## src/rtl/hazard_pkg.sv

```systemverilog
// Shared definitions for the hazard controller: forwarding select codes,
// register-index width and the pipeline tracking-slot records.
package hazard_pkg;

    localparam int REG_W = 5;

    localparam logic [1:0] FWD_RF    = 2'b00;
    localparam logic [1:0] FWD_EXMEM = 2'b01;
    localparam logic [1:0] FWD_MEMWB = 2'b10;

    typedef struct packed {
        logic [REG_W-1:0] rd;
        logic             wen;
        logic             load;
    } slot_t;

    // The load flag only matters while the producer sits in EX, so MEM drops it.
    typedef struct packed {
        logic [REG_W-1:0] rd;
        logic             wen;
    } mem_slot_t;

    // The youngest in-flight writer wins.
    function automatic logic [1:0] fwd_sel(input logic ex_hit, input logic mem_hit);
        if (ex_hit)
            return FWD_EXMEM;
        else if (mem_hit)
            return FWD_MEMWB;
        else
            return FWD_RF;
    endfunction

endpackage

```

## src/rtl/hazard_match.sv

```systemverilog
// Compares one source register against one tracked writer; x0 never matches.
module hazard_match
    import hazard_pkg::*;
(
    input  logic [REG_W-1:0] src,
    input  logic [REG_W-1:0] rd,
    input  logic             wen,
    output logic             hit
);

    assign hit = wen && (rd != '0) && (rd == src);

endmodule

```

## src/rtl/hazard_ctrl.sv

```systemverilog
// Load-use stall and EX/MEM forwarding control for a five-stage pipeline,
// with a saturating count of stall cycles.
module hazard_ctrl
    import hazard_pkg::*;
#(
    parameter int CNT_W = 16
) (
    input  logic             clk,
    input  logic             rst,
    input  logic [4:0]       id_rs1,
    input  logic [4:0]       id_rs2,
    input  logic [4:0]       id_rd,
    input  logic             id_wen,
    input  logic             id_load,
    input  logic             flush,
    output logic             stall,
    output logic [1:0]       fwd_a,
    output logic [1:0]       fwd_b,
    output logic [CNT_W-1:0] stall_cnt
);

    slot_t     ex_q;
    mem_slot_t mem_q;

    logic rs1_ex_hit;
    logic rs2_ex_hit;
    logic rs1_mem_hit;
    logic rs2_mem_hit;
    logic bubble;

    hazard_match u_rs1_ex (
        .src (id_rs1),
        .rd  (ex_q.rd),
        .wen (ex_q.wen),
        .hit (rs1_ex_hit)
    );

    hazard_match u_rs2_ex (
        .src (id_rs2),
        .rd  (ex_q.rd),
        .wen (ex_q.wen),
        .hit (rs2_ex_hit)
    );

    hazard_match u_rs1_mem (
        .src (id_rs1),
        .rd  (mem_q.rd),
        .wen (mem_q.wen),
        .hit (rs1_mem_hit)
    );

    hazard_match u_rs2_mem (
        .src (id_rs2),
        .rd  (mem_q.rd),
        .wen (mem_q.wen),
        .hit (rs2_mem_hit)
    );

    // A squashed instruction cannot create a hazard, so flush masks the stall.
    assign stall  = !flush && ex_q.load && (rs1_ex_hit || rs2_ex_hit);
    assign bubble = stall || flush;

    always_ff @(posedge clk) begin
        if (rst) begin
            ex_q      <= '0;
            mem_q     <= '0;
            fwd_a     <= FWD_RF;
            fwd_b     <= FWD_RF;
            stall_cnt <= '0;
        end else begin
            mem_q.rd  <= ex_q.rd;
            mem_q.wen <= ex_q.wen;
            if (bubble) begin
                ex_q  <= '0;
                fwd_a <= FWD_RF;
                fwd_b <= FWD_RF;
            end else begin
                ex_q.rd   <= id_rd;
                ex_q.wen  <= id_wen;
                ex_q.load <= id_load;
                fwd_a     <= fwd_sel(rs1_ex_hit, rs1_mem_hit);
                fwd_b     <= fwd_sel(rs2_ex_hit, rs2_mem_hit);
            end
            if (stall && (stall_cnt != '1))
                stall_cnt <= stall_cnt + CNT_W'(1);
        end
    end

endmodule

```

## config.mk

```make
export PLATFORM = sky130hd
export DESIGN_NAME = hazard_ctrl
export DESIGN_NICKNAME = d
export VERILOG_FILES = /design/src/rtl/hazard_pkg.sv /design/src/rtl/hazard_match.sv /design/src/rtl/hazard_ctrl.sv
export SDC_FILE = /design/constraint.sdc
export NUM_CORES = 1
export LEC_CHECK = 0
export CORE_ASPECT_RATIO = 0.9
export CORE_MARGIN = 5
export CORE_UTILIZATION = 51
export DETAILED_ROUTE_END_ITERATION = 16
export GPL_ROUTABILITY_DRIVEN = 0
export PLACE_DENSITY = 0.89
export SLEW_MARGIN = 20
export SYNTH_ARGS = -nofsm -noshare
export SYNTH_HDL_FRONTEND = slang
export SYNTH_SLANG_ARGS = --single-unit
```

## constraint.sdc

```tcl
create_clock -name clk -period 5.6 [get_ports clk]
set_clock_uncertainty 0.1 [all_clocks]
set_input_delay 1.68 -clock clk [delete_from_list [all_inputs] [get_ports clk]]
set_output_delay 1.68 -clock clk [all_outputs]
set_load 0.005 [all_outputs]
```

==> results.md, run 1 <==
* Async SR Flop Fraction at 0%
* Register area at approximately 660 um^2
* First-pass GRT wire length at 5961 um
* Die area at about 4300 um^2
* Largest net degree at the start of global routing at 38
* Post-route insts no fill at 258
* Worst hold margin at 0.3963 ns
* Maximum root-to-sink buffer count at 2
* Crit. Startpoint: id_rs1[3]
* Die Wd at around 69 um
* Yosys warns at 0
* Top-area cell type share of the netlist area at a little over two fifths
* Clk root buf: clkbuf_4
* Via-to-Cell Ratio at 5.531
* Post-route minimum period at 5.365 ns
* Core area at 3019 um^2
* Clock slew seen by the registers of the worst setup and hold paths at 0.11 ns
* Post-Syn Area at 1573 um^2
* Total gr overflow at 0
* Antenna violations before repair at 0
* Buffers on Ports at 40
* DR WL/cell at 13.80 um
* R2R Path End: stall_cnt[15]
* Post-synth top cells: dfxtp_1 (33), a21oi_1 (12), or4_1 (12), xor2_1 (12)
* Leakage Power at 0.7120 nW
* Mean area per synthesized cell at 8.987 um^2
* Tcrit/Tclk final at 95.80%
* Post CTS Setup Buffer Count at 0
* Ranking of synthesized cells by area: dfxtp_1 (42%), xor2_1 (6.7%), or4_1 (5.7%), o31ai_1 (4.8%), xnor2_1 (4.5%)
* Ys flop type: dfxtp_1
* Cells after Synth at 175
* Peak VDD IR at 0.0001726 V
* Hold/Removal Path Class: reg2reg
* Clock sinks at 33
* Multi-input gate area at approximately 850 um^2
* Fin Setup TNS at 0 ns
* Met1 usage at 23.48%
* Die height at approximately 63 um
* Dpl hpwl at 2620 um
* CP Class: in2out
* Vias in the first global route at 1,386
* Max-slew violation count at 0
* Placement Setup Slack at 0.2412 ns
* Peak Freq at between 150 and 200 MHz
* Syn-to-layout area delta at 30.47%
* Power density over the cells at 200.0 nW/um^2
* I/O pins at 41
* CTS Hold Buffers Added at 0
* Post-synth top area cell: dfxtp_1
* Critical path destination: stall
* Syn_nets at 196
* Clock Latency Late Sink at 0.34 ns
* RSZ-0062 raised after global routing: no
* Antenna-violating nets left at 0
* Drt first pass iters at 4
* Drt drc at 0
* Via count at between 1,000 and 1,500
* GRT met2 Usage at between 20% and 30%
* Final #Nets at 236
* Setup violations, final at 0
* Outcome: finished, final reports clean
* Sequential share of the synthesized area at between 40% and 50%
* Post-route worst setup slack at 0.2349 ns
* Num CTS Buffers at 5
* Met3 Usage GRT at under 10%
* # rows at 19
* Max FO, Critical Path at 3
* Reg2Reg Depth at 6
* Fraction of layout cells with a size suffix above 1 at 6.944%
* WP data arrival at 3.59 ns
* FF+latch count, synth at 33
* GRT busiest layer: met2
* R2r setup slk at around 3.2 ns
* Synth cell types at 31
* CTS tree: done
* CTS H-tree depth at 2
* Final WL at 3560 um
* DR iter-0 viols at between 50 and 60
* Diode count at 0
* Hold Startpoint: ex_q[1]
* Total of max-cap violations at 0
* Final instance area at 2052 um^2
* Aggregate global-route resource usage at 18.21%
* Measured slew at the worst slew-check pin at approximately 0.67 ns
* Critical path required time at between 3 and 4 ns
* Crit end category: primary output
* CTS resizes at 0
* Dpl cell area at 1997 um^2
* Worst reg2reg path startpoint: stall_cnt[0]
* Most common cell in the netlist: dfxtp_1
* Endpoints failing hold at 0
* Starting density of the core at 52.09%
* Inst Count DP at 250
* Number of flops mapped to enable cells by yosys at 0
* Fill count at 250
* Nature of the critical path startpoint: primary input
* Relative slew slack at 55.64%
flip-flops by register name, summed over array words and instances, names as in the netlist:
| signal | count |
|---|---|
| fwd_b | 2 |
| ex_q | 7 |
| mem_q | 6 |
| stall_cnt | 16 |
| fwd_a | 2 |
critical path: stages:
cell and delay (ns):
clkdlybuf4s50_1 0.45, xor2_1 0.17, nor3_2 0.18, nand3_1 0.13, a211o_1 0.36, nor2_1 0.10
clkdlybuf4s50_1 0.51
power by group:
part / leakage, nW / total [mW] / switching [mW] / internal [mW]
Sequential: 0.267 / 0.241 / 0.00358 / 0.238
Combinational: 0.414 / 0.0394 / 0.0174 / 0.0220
Clock: 0.0310 / 0.130 / 0.0824 / 0.0473
layout by cell type, fill, tap and decap left out:
master            n
dfxtp_1          33
and3_1           10
or3_1             2
a21o_1            1
clkinv_2          2
nor3_2            1
nand3_1          10
a21oi_1          12
mux2_1            1
o31a_1            1
clkinvlp_4        1
clkbuf_4          5
nor3_1            9
nor2_1            8
nor4b_2           1
ha_1              1
a211oi_1          1
o2111ai_1         2
o21ai_0           3
xnor2_1           8
nor4_1            2
nand2_1           6
or4_1            12
nor2b_1           9
a211o_1           1
buf_4             2
mux2_2            2
nand4_1           2
clkdlybuf4s50_1  40
xor2_1           12
inv_1             5
o31ai_1          10
o21ai_2           1
worst min path at each step:
| stage | cells past startpoint | to |
|---|---|---|
| 6_report | 1 | mem_q[0] |
| 5_1_grt | 1 | mem_q[0] |
| 4_1_cts | 2 | fwd_a[1] |
| 3_5_place_dp | 1 | mem_q[0] |
| 3_3_place_gp | 1 | mem_q[0] |
| 2_1_floorplan | 1 | mem_q[0] |
routing by layer:
metal,vias up,wire (um)
met4,0,76
li1,717,-
met2,40,1720
met5,-,0
met1,662,1617
met3,8,146
cell type report:
| type | count | share of cell area [%] |
|---|---|---|
| Timing Repair Buffer | 42 | 20.24 |
| Clock buffer | 5 | 1.829 |
| Inverter | 5 | 0.9146 |
| Tap cell | 42 | 2.561 |
| Clock inverter | 3 | 0.8537 |
| Multi-Input combinational cell | 128 | 41.40 |
| Sequential cell | 33 | 32.20 |
stage by stage:
step	util, %	power [mW]
final	67.97	0.4104
after global routing	67.97	0.4262
after CTS	67.97	0.4116
after detailed placement	66.14	0.2862
after global placement	66.14	0.2849
after floorplan	-	0.2657
cell families after synthesis:
family / synth area share (%)
AND/OR/NAND/NOR: 26.65
flip-flops: 42.00
adder cells (fa/ha/maj): 0.7954
buffers and inverters: 3.978
XOR/XNOR: 11.14
AO/OA/AOI/OAI: 13.29
multiplexers: 2.148
Power figures use the tool's default switching activity.
==> run 2: changes to the inputs <==
--- a/config.mk
+++ b/config.mk
@@ -7,11 +7,13 @@
 export LEC_CHECK = 0
 export CORE_ASPECT_RATIO = 0.9
 export CORE_MARGIN = 5
-export CORE_UTILIZATION = 51
+export CORE_UTILIZATION = 52
+export CTS_CLUSTER_DIAMETER = 100
 export DETAILED_ROUTE_END_ITERATION = 16
 export GPL_ROUTABILITY_DRIVEN = 0
-export PLACE_DENSITY = 0.89
+export PLACE_DENSITY = 0.9
 export SLEW_MARGIN = 20
 export SYNTH_ARGS = -nofsm -noshare
 export SYNTH_HDL_FRONTEND = slang
+export SYNTH_HIERARCHICAL = 1
 export SYNTH_SLANG_ARGS = --single-unit
==> run 2 against run 1 <==
Net effect: flip-flop and latch count did not move; core utilization rose by 2.7 points; largest cell class unchanged; design area rose by 5.5%; critical path type unchanged; first-iteration DRC count rose by 12%; highest routed layer unchanged; setup slack got worse by 0.10 ns; via count rose by 5.5%; sequential share of layout area fell by 1.7 points; largest power group unchanged; register-to-register slack got worse by 0.44 ns; global-route usage fell by 1.1 points.
==> results.md, run 2 <==
* Outcome: finished, final reports clean (unchanged)
* Cells after Synth at 185 (was 175)
* Relative slew slack at 36.29% (was 55.64%)
* Top-area cell type share of the netlist area at 39.91% (was 42.00%)
* Yosys warns at 6 (was 0)
* Drt first pass iters at 4 (unchanged)
* Met3 Usage GRT at 4.452% (was 5.396%)
* CP Buf/Inv Count at 3 (was 2)
* Largest register FFs at 16 (unchanged)
* Leakage Power at 0.7580 nW (was 0.7120 nW)
* Placement Setup Slack at 0.1522 ns (was 0.2412 ns)
* Sequential share of the synthesized area at 39.91% (was 42.00%)
* Via count at 1,505 (was 1,427)
* Max-slew violation count at 0 (unchanged)
* Num CTS Buffers at 5 (unchanged)
* CP Class: in2out (unchanged)
* Register area at 660.6 um^2 (unchanged)
* Crit path largest cell delay at 0.49 ns (was 0.51 ns)
* Total gr overflow at 0 (unchanged)
* Fraction of layout cells with a size suffix above 1 at 9.170% (was 6.944%)
* I/O pins at 41 (unchanged)
* Clock sinks at 33 (unchanged)
* Nature of the critical path startpoint: primary input (unchanged)
* Measured slew at the worst slew-check pin at 0.9536 ns (was 0.6654 ns)
* Max FO, Critical Path at 4 (was 3)
* Crit. Startpoint: id_rs2[4] (was id_rs1[3])
* Final #Nets at 249 (was 236)
* Worst path slowest cell: clkdlybuf4s50_1 (unchanged)
* Commonest non-fill, non-tap cell in the layout: clkdlybuf4s50_1 (unchanged)
* Reg2Reg Depth at 8 (was 6)
* Post-synth top cells: dfxtp_1 (33), nand2_1 (14), xor2_1 (12) (was dfxtp_1 (33), a21oi_1 (12), or4_1 (12), xor2_1 (12))
* Met1 usage at 22.43% (was 23.48%)
* Peak VDD IR at 0.0002131 V (was 0.0001726 V)
* # rows at 19 (unchanged)
* Post CTS Setup Buffer Count at 0 (unchanged)
* GRT met2 Usage at 27.62% (was 27.41%)
* Largest net degree at the start of global routing at 25 (was 38)
* Critical path required time at 3.82 ns (about the same)
* WP data arrival at 3.69 ns (was 3.59 ns)
* Tcrit/Tclk final at 97.66% (was 95.80%)
* DR iter-0 viols at 64 (was 57)
* Critical path destination: stall (unchanged)
* Hold/Removal Path Class: reg2reg (unchanged)
* Internal power at 308.4 uW (was 307.0 uW)
* CP Cell Sequence: clkdlybuf4s50_1, or2_0, o21ai_1, and4_1, o21ai_1, or2_2, inv_1, clkdlybuf4s50_1 (was clkdlybuf4s50_1, xor2_1, nor3_2, nand3_1, a211o_1, nor2_1, clkdlybuf4s50_1)
* Peak Freq at 182.8 MHz (was 186.4 MHz)
* CTS Hold Buffers Added at 0 (unchanged)
* Antenna violations before repair at 0 (unchanged)
* Ys flop type: dfxtp_1 (unchanged)
* Worst reg2reg path startpoint: ex_q[5] (was stall_cnt[0])
* GRT busiest layer: met2 (unchanged)
* Fin Setup TNS at 0 ns (unchanged)
* Mean area per synthesized cell at 8.948 um^2 (was 8.987 um^2)
* Clock Power Share at 32.1% (was 31.6%)
* Diode count at 0 (unchanged)
* Async SR Flop Fraction at 0% (unchanged)
* Multi-input gate area at 958.4 um^2 (was 849.6 um^2)
* Clk root buf: clkbuf_4 (unchanged)
* Critical Path Stages at 8 (was 7)
* Die Wd at 69.48 um (was 68.54 um)
* Gate power share at 9.1% (was 9.6%)
* Via-to-Cell Ratio at 5.554 (was 5.531)
* Ranking of synthesized cells by area: dfxtp_1 (40%), xor2_1 (6.3%), or4_1 (3.6%), and2_1 (3.4%), nor2b_1 (3.4%) (was dfxtp_1 (42%), xor2_1 (6.7%), or4_1 (5.7%), o31ai_1 (4.8%), xnor2_1 (4.5%))
* Vias in the first global route at 1,377 (was 1,386)
* Register with the highest flop count: stall_cnt (unchanged)
* R2R Path End: stall_cnt[9] (was stall_cnt[15])
* Die area at 4413 um^2 (was 4296 um^2)
* Post-route minimum period at 5.469 ns (was 5.365 ns)
* Aggregate global-route resource usage at 17.11% (was 18.21%)
* FF+latch count, synth at 33 (unchanged)
* Post-Syn Area at 1655 um^2 (was 1573 um^2)
* First-pass GRT wire length at 6203 um (was 5961 um)
* Clock slew seen by the registers of the worst setup and hold paths at 0.11 ns (about the same)
* Endpoints failing hold at 0 (unchanged)
* Most common cell in the netlist: dfxtp_1 (unchanged)
* Crit end category: primary output (unchanged)
* Final WL at 3736 um (was 3560 um)
* Syn-to-layout area delta at 30.84% (was 30.47%)
* Fill count at 237 (was 250)
* CTS tree: done (unchanged)
* Largest regs: stall_cnt (16), ex_q (7), mem_q (6) (unchanged)
* Core area at 3067 um^2 (was 3019 um^2)
* CTS H-tree depth at 2 (unchanged)
* Post-route worst setup slack at 0.1309 ns (was 0.2349 ns)
* Synth cell types at 38 (was 31)
* DR WL/cell at 13.79 um (was 13.80 um)
* P_sw at 104.1 uW (was 103.4 uW)
* R2r setup slk at 2.75 ns (was 3.19 ns)
* Sw Ratio at 25.24% (was 25.20%)
* Die height at 63.53 um (was 62.68 um)
* Number of flops mapped to enable cells by yosys at 0 (unchanged)
* RSZ-0062 raised after global routing: no (unchanged)
* Power Total at 412.5 uW (was 410.4 uW)
* Dpl cell area at 2101 um^2 (was 1997 um^2)
* Syn_nets at 206 (was 196)
* Clock Latency Late Sink at 0.33 ns (was 0.34 ns)
* Commonest cells after routing, fill and taps aside: clkdlybuf4s50_1 (40), dfxtp_1 (33), nand2_1 (14), xor2_1 (12), a21oi_1 (10) (was clkdlybuf4s50_1 (40), dfxtp_1 (33), xor2_1 (12), or4_1 (12), a21oi_1 (12))
* Sequential share of power at 58.8% (about the same)
* Total of max-cap violations at 0 (unchanged)
* Setup violations, final at 0 (unchanged)
* Starting density of the core at 53.98% (was 52.09%)
* Final instance area at 2166 um^2 (was 2052 um^2)
* Antenna-violating nets left at 0 (unchanged)
* Drt drc at 0 (unchanged)
* Dpl hpwl at 2788 um (was 2620 um)
* CP top delay family: buffers and inverters (unchanged)
* Worst hold margin at 0.4069 ns (was 0.3963 ns)
* Buffers on Ports at 40 (unchanged)
* Post-synth top area cell: dfxtp_1 (unchanged)
* Maximum root-to-sink buffer count at 2 (unchanged)
* Power density over the cells at 190.5 nW/um^2 (was 200.0 nW/um^2)
==> run 2: cell types whose count changed after synthesis, moves of 5 or more <==
cell     delta
and2_1      +9
and3_1      -9
and4_1      +5
nand2_1     +8
nand3_1     -5
o21ai_1     +5
==> run 2: stage by stage <==
| stage | cells | util, % |
|---|---|---|
| after CTS | 271 | 70.46 |
| after global placement | 263 | 68.50 |
| final | 271 | 70.62 |
| after detailed placement | 263 | 68.50 |
| after global routing | 271 | 70.62 |
| after floorplan | 185 | - |
==> run 2: kinds of logic (layout without fill, tap and decap cells) <==
kind of cell,Yosys count,in the layout,share of synthesized area [%]
mux,4,4,2.645
simple gates,91,91,34.54
flops,33,33,39.91
fa+ha+maj,1,1,0.7557
compound gates,30,30,11.19
buf+inv,10,54,2.494
xor+xnor,16,16,8.465
==> run 2: worst min-delay path by stage <==
stage,start,end,cells after the start
after floorplan,ex_q[1],mem_q[0],1
after global placement,ex_q[1],mem_q[0],1
after detailed placement,ex_q[1],mem_q[0],1
after CTS,ex_q[1],mem_q[0],1
after global routing,ex_q[1],mem_q[0],1
final,ex_q[1],mem_q[0],1
==> run 2: timing repair <==
item | CTS | global route
endpoints found under the hold margin | 0 | 0
endpoints found under the setup margin | 0 | 1
resized for setup | 0 | 1
==> run 2: power groups by stage <==
stage | clock network (mW) | registers (mW) | logic, mW
after floorplan | 0 | 0.247 | 0.0171
after CTS | 0.136 | 0.242 | 0.0363
after detailed placement | 0 | 0.248 | 0.0361
after global routing | 0.146 | 0.243 | 0.0397
final | 0.133 | 0.243 | 0.0374
after global placement | 0 | 0.248 | 0.0353
==> run 2: routing by layer <==
metal | vias up | share of wire [%]
li1 | 764 | -
met1 | 695 | 47
met2 | 42 | 45
met3 | 4 | 7.1
met4 | 0 | 1.0
met5 | - | 0
==> run 2: cell type report <==
cell class	instances	share of cell area, %
repair buffers	43	19.53
well taps	42	2.426
flip-flops and latches	33	30.50
clock buffers	5	1.733
clock inverters	3	1.040
inverters	3	0.5199
multi-input cells	142	44.25
==> run 3: changes to the inputs <==
--- a/config.mk
+++ b/config.mk
@@ -11,8 +11,9 @@
 export CTS_CLUSTER_DIAMETER = 100
 export DETAILED_ROUTE_END_ITERATION = 16
 export GPL_ROUTABILITY_DRIVEN = 0
+export HOLD_SLACK_MARGIN = 0.05
 export PLACE_DENSITY = 0.9
-export SLEW_MARGIN = 20
+export SLEW_MARGIN = 25
 export SYNTH_ARGS = -nofsm -noshare
 export SYNTH_HDL_FRONTEND = slang
 export SYNTH_HIERARCHICAL = 1
==> run 3 against run 2 <==
Net effect: combinational power barely moved; hold slack better by 0.0039 ns; critical path depth unchanged; final cell count is the same; sequential share of layout area shrank 0.070 points; clock power barely moved; maximum frequency shrank 0.22%; routed wire length is 0.16% higher; design area up 0.23%; setup slack got worse by 0.012 ns; global-route usage unchanged; register-to-register slack about the same.
==> results.md, run 3 (synthesized netlist as in run 2, its figures left out) <==
* Total gr overflow at 0 (unchanged)
* Antenna-violating nets left at 0 (unchanged)
* Clock Power Share at 32.0% (was 32.1%)
* Commonest non-fill, non-tap cell in the layout: clkdlybuf4s50_1 (unchanged)
* Setup violations, final at 0 (unchanged)
* Dpl hpwl at 2788 um (unchanged)
* Drt first pass iters at 4 (unchanged)
* Internal power at 308.5 uW (was 308.4 uW)
* Core area at 3067 um^2 (unchanged)
* Utilization after layout at 70.79% (was 70.62%)
* CP Class: in2out (unchanged)
* DR WL/cell at 13.81 um (was 13.79 um)
* Drt drc at 0 (unchanged)
* Post-route minimum period at 5.481 ns (was 5.469 ns)
* Peak Freq at 182.5 MHz (was 182.8 MHz)
* CTS H-tree depth at 2 (unchanged)
* Via count at 1,548 (was 1,505)
* Critical path required time at 3.82 ns (about the same)
* Worst reg2reg path startpoint: ex_q[5] (unchanged)
* Peak VDD IR at 0.0002112 V (was 0.0002131 V)
* Die height at 63.53 um (unchanged)
* Power Total at 411.6 uW (was 412.5 uW)
* Final instance area at 2171 um^2 (was 2166 um^2)
* Sequential share of power at 58.9% (was 58.8%)
* RSZ-0062 raised after global routing: no (unchanged)
* Post-route insts no fill at 271 (unchanged)
* Clk root buf: clkbuf_4 (unchanged)
* Clock sinks at 33 (unchanged)
* Power density over the cells at 189.6 nW/um^2 (was 190.5 nW/um^2)
* Gate power share at 9.1% (about the same)
* CTS tree: done (unchanged)
* Sw Ratio at 25.05% (was 25.24%)
* Measured slew at the worst slew-check pin at 0.8943 ns (was 0.9536 ns)
* Fin Setup TNS at 0 ns (unchanged)
* Post CTS Setup Buffer Count at 0 (unchanged)
* Inst Count DP at 263 (unchanged)
* Clock Latency Late Sink at 0.32 ns (was 0.33 ns)
* Syn-to-layout area delta at 31.14% (was 30.84%)
* Post-route worst setup slack at 0.1190 ns (was 0.1309 ns)
* CTS Hold Buffers Added at 0 (unchanged)
* Antenna violations before repair at 0 (unchanged)
* Relative slew slack at 40.19% (was 36.29%)
* Clock slew seen by the registers of the worst setup and hold paths at 0.11 ns (about the same)
* # rows at 19 (unchanged)
* Leakage Power at 0.7604 nW (was 0.7580 nW)
* Crit. Startpoint: id_rs2[4] (unchanged)
* Largest register FFs at 16 (unchanged)
* WP data arrival at 3.70 ns (was 3.69 ns)
* Largest regs: stall_cnt (16), ex_q (7), mem_q (6) (unchanged)
* CTS resizes at 0 (unchanged)
* Diode count at 0 (unchanged)
* DR iter-0 viols at 65 (was 64)
* Final WL at 3742 um (was 3736 um)
* R2R Path End: stall_cnt[9] (unchanged)
* Endpoints failing hold at 0 (unchanged)
* Via-to-Cell Ratio at 5.712 (was 5.554)
* Num CTS Buffers at 5 (unchanged)
* Outcome: finished, final reports clean (unchanged)
* First-pass GRT wire length at 6203 um (unchanged)
* Nature of the critical path startpoint: primary input (unchanged)
* Register with the highest flop count: stall_cnt (unchanged)
* Total of max-cap violations at 0 (unchanged)
* Commonest cells after routing, fill and taps aside: clkdlybuf4s50_1 (40), dfxtp_1 (33), nand2_1 (14), xor2_1 (12), a21oi_1 (10) (unchanged)
* Reg2Reg Depth at 8 (unchanged)
* WHS Endpoint: mem_q[0] (unchanged)
* Vias in the first global route at 1,377 (unchanged)
* P_sw at 103.1 uW (was 104.1 uW)
* Largest net degree at the start of global routing at 25 (unchanged)
* Max-slew violation count at 0 (unchanged)
* Crit end category: primary output (unchanged)
* Max FO, Critical Path at 4 (unchanged)
* Buffers on Ports at 40 (unchanged)
* Maximum root-to-sink buffer count at 2 (unchanged)
* Tcrit/Tclk final at 97.87% (was 97.66%)
* Final #Nets at 249 (unchanged)
* I/O pins at 41 (unchanged)
* R2r setup slk at 2.75 ns (about the same)
* Dpl cell area at 2101 um^2 (unchanged)
* Worst hold margin at 0.4108 ns (was 0.4069 ns)
* WHS Path Cells at 1 (unchanged)
* Die Wd at 69.48 um (unchanged)
* Aggregate global-route resource usage at 17.11% (unchanged)
* Die area at 4413 um^2 (unchanged)
* Hold/Removal Path Class: reg2reg (unchanged)
* Fraction of layout cells with a size suffix above 1 at 9.607% (was 9.170%)
* Hold Startpoint: ex_q[1] (unchanged)
* Starting density of the core at 53.98% (unchanged)
* Placement Setup Slack at 0.1522 ns (unchanged)
run 3: cell counts in the layout (fill, tap and decap cells not counted):
Identical to the previous run, type by type.
run 3: power groups by stage:
stage	Clock (mW)	Combinational, mW	Sequential, mW
detailed placement	0	0.0361	0.248
finish	0.132	0.0374	0.243
CTS	0.136	0.0363	0.242
global placement	0	0.0353	0.248
floorplan	0	0.0171	0.247
global route	0.146	0.0399	0.243
run 3: layer usage:
| layer | up-vias | global-route usage, % | part of all wire (%) |
|---|---|---|---|
| met5 | - | 0 | 0 |
| met4 | 0 | 4.878 | 0.96 |
| met3 | 4 | 4.452 | 7.3 |
| met2 | 52 | 27.62 | 46 |
| met1 | 727 | 22.43 | 46 |
| li1 | 765 | - | - |
run 3: cell type report:
class | count | area [um^2]
inverter | 3 | 11.26
timing repair buffer | 43 | 422.9
clock inverter | 3 | 22.52
tap | 42 | 52.55
clock buffer | 5 | 37.54
sequential | 33 | 660.6
fill | 236 | 895.9
multi-input combinational | 142 | 963.4
run 3: worst max-delay path: stages:
cell	delay, ns
clkdlybuf4s50_1	0.47
or2_0	0.22
o21ai_1	0.16
and4_1	0.24
o21ai_1	0.10
or2_2	0.29
inv_1	0.05
clkdlybuf4s50_1	0.49
run 3: how the worst max path moves through the flow:
stage / endpoint / slack [ns] / cells after the start
4_1_cts: stall / 0.15 / 8
3_3_place_gp: stall / 0.18 / 8
5_1_grt: stall / 0.04 / 8
2_1_floorplan: stall / 0.97 / 7
6_report: stall / 0.12 / 8
3_5_place_dp: stall / 0.15 / 8
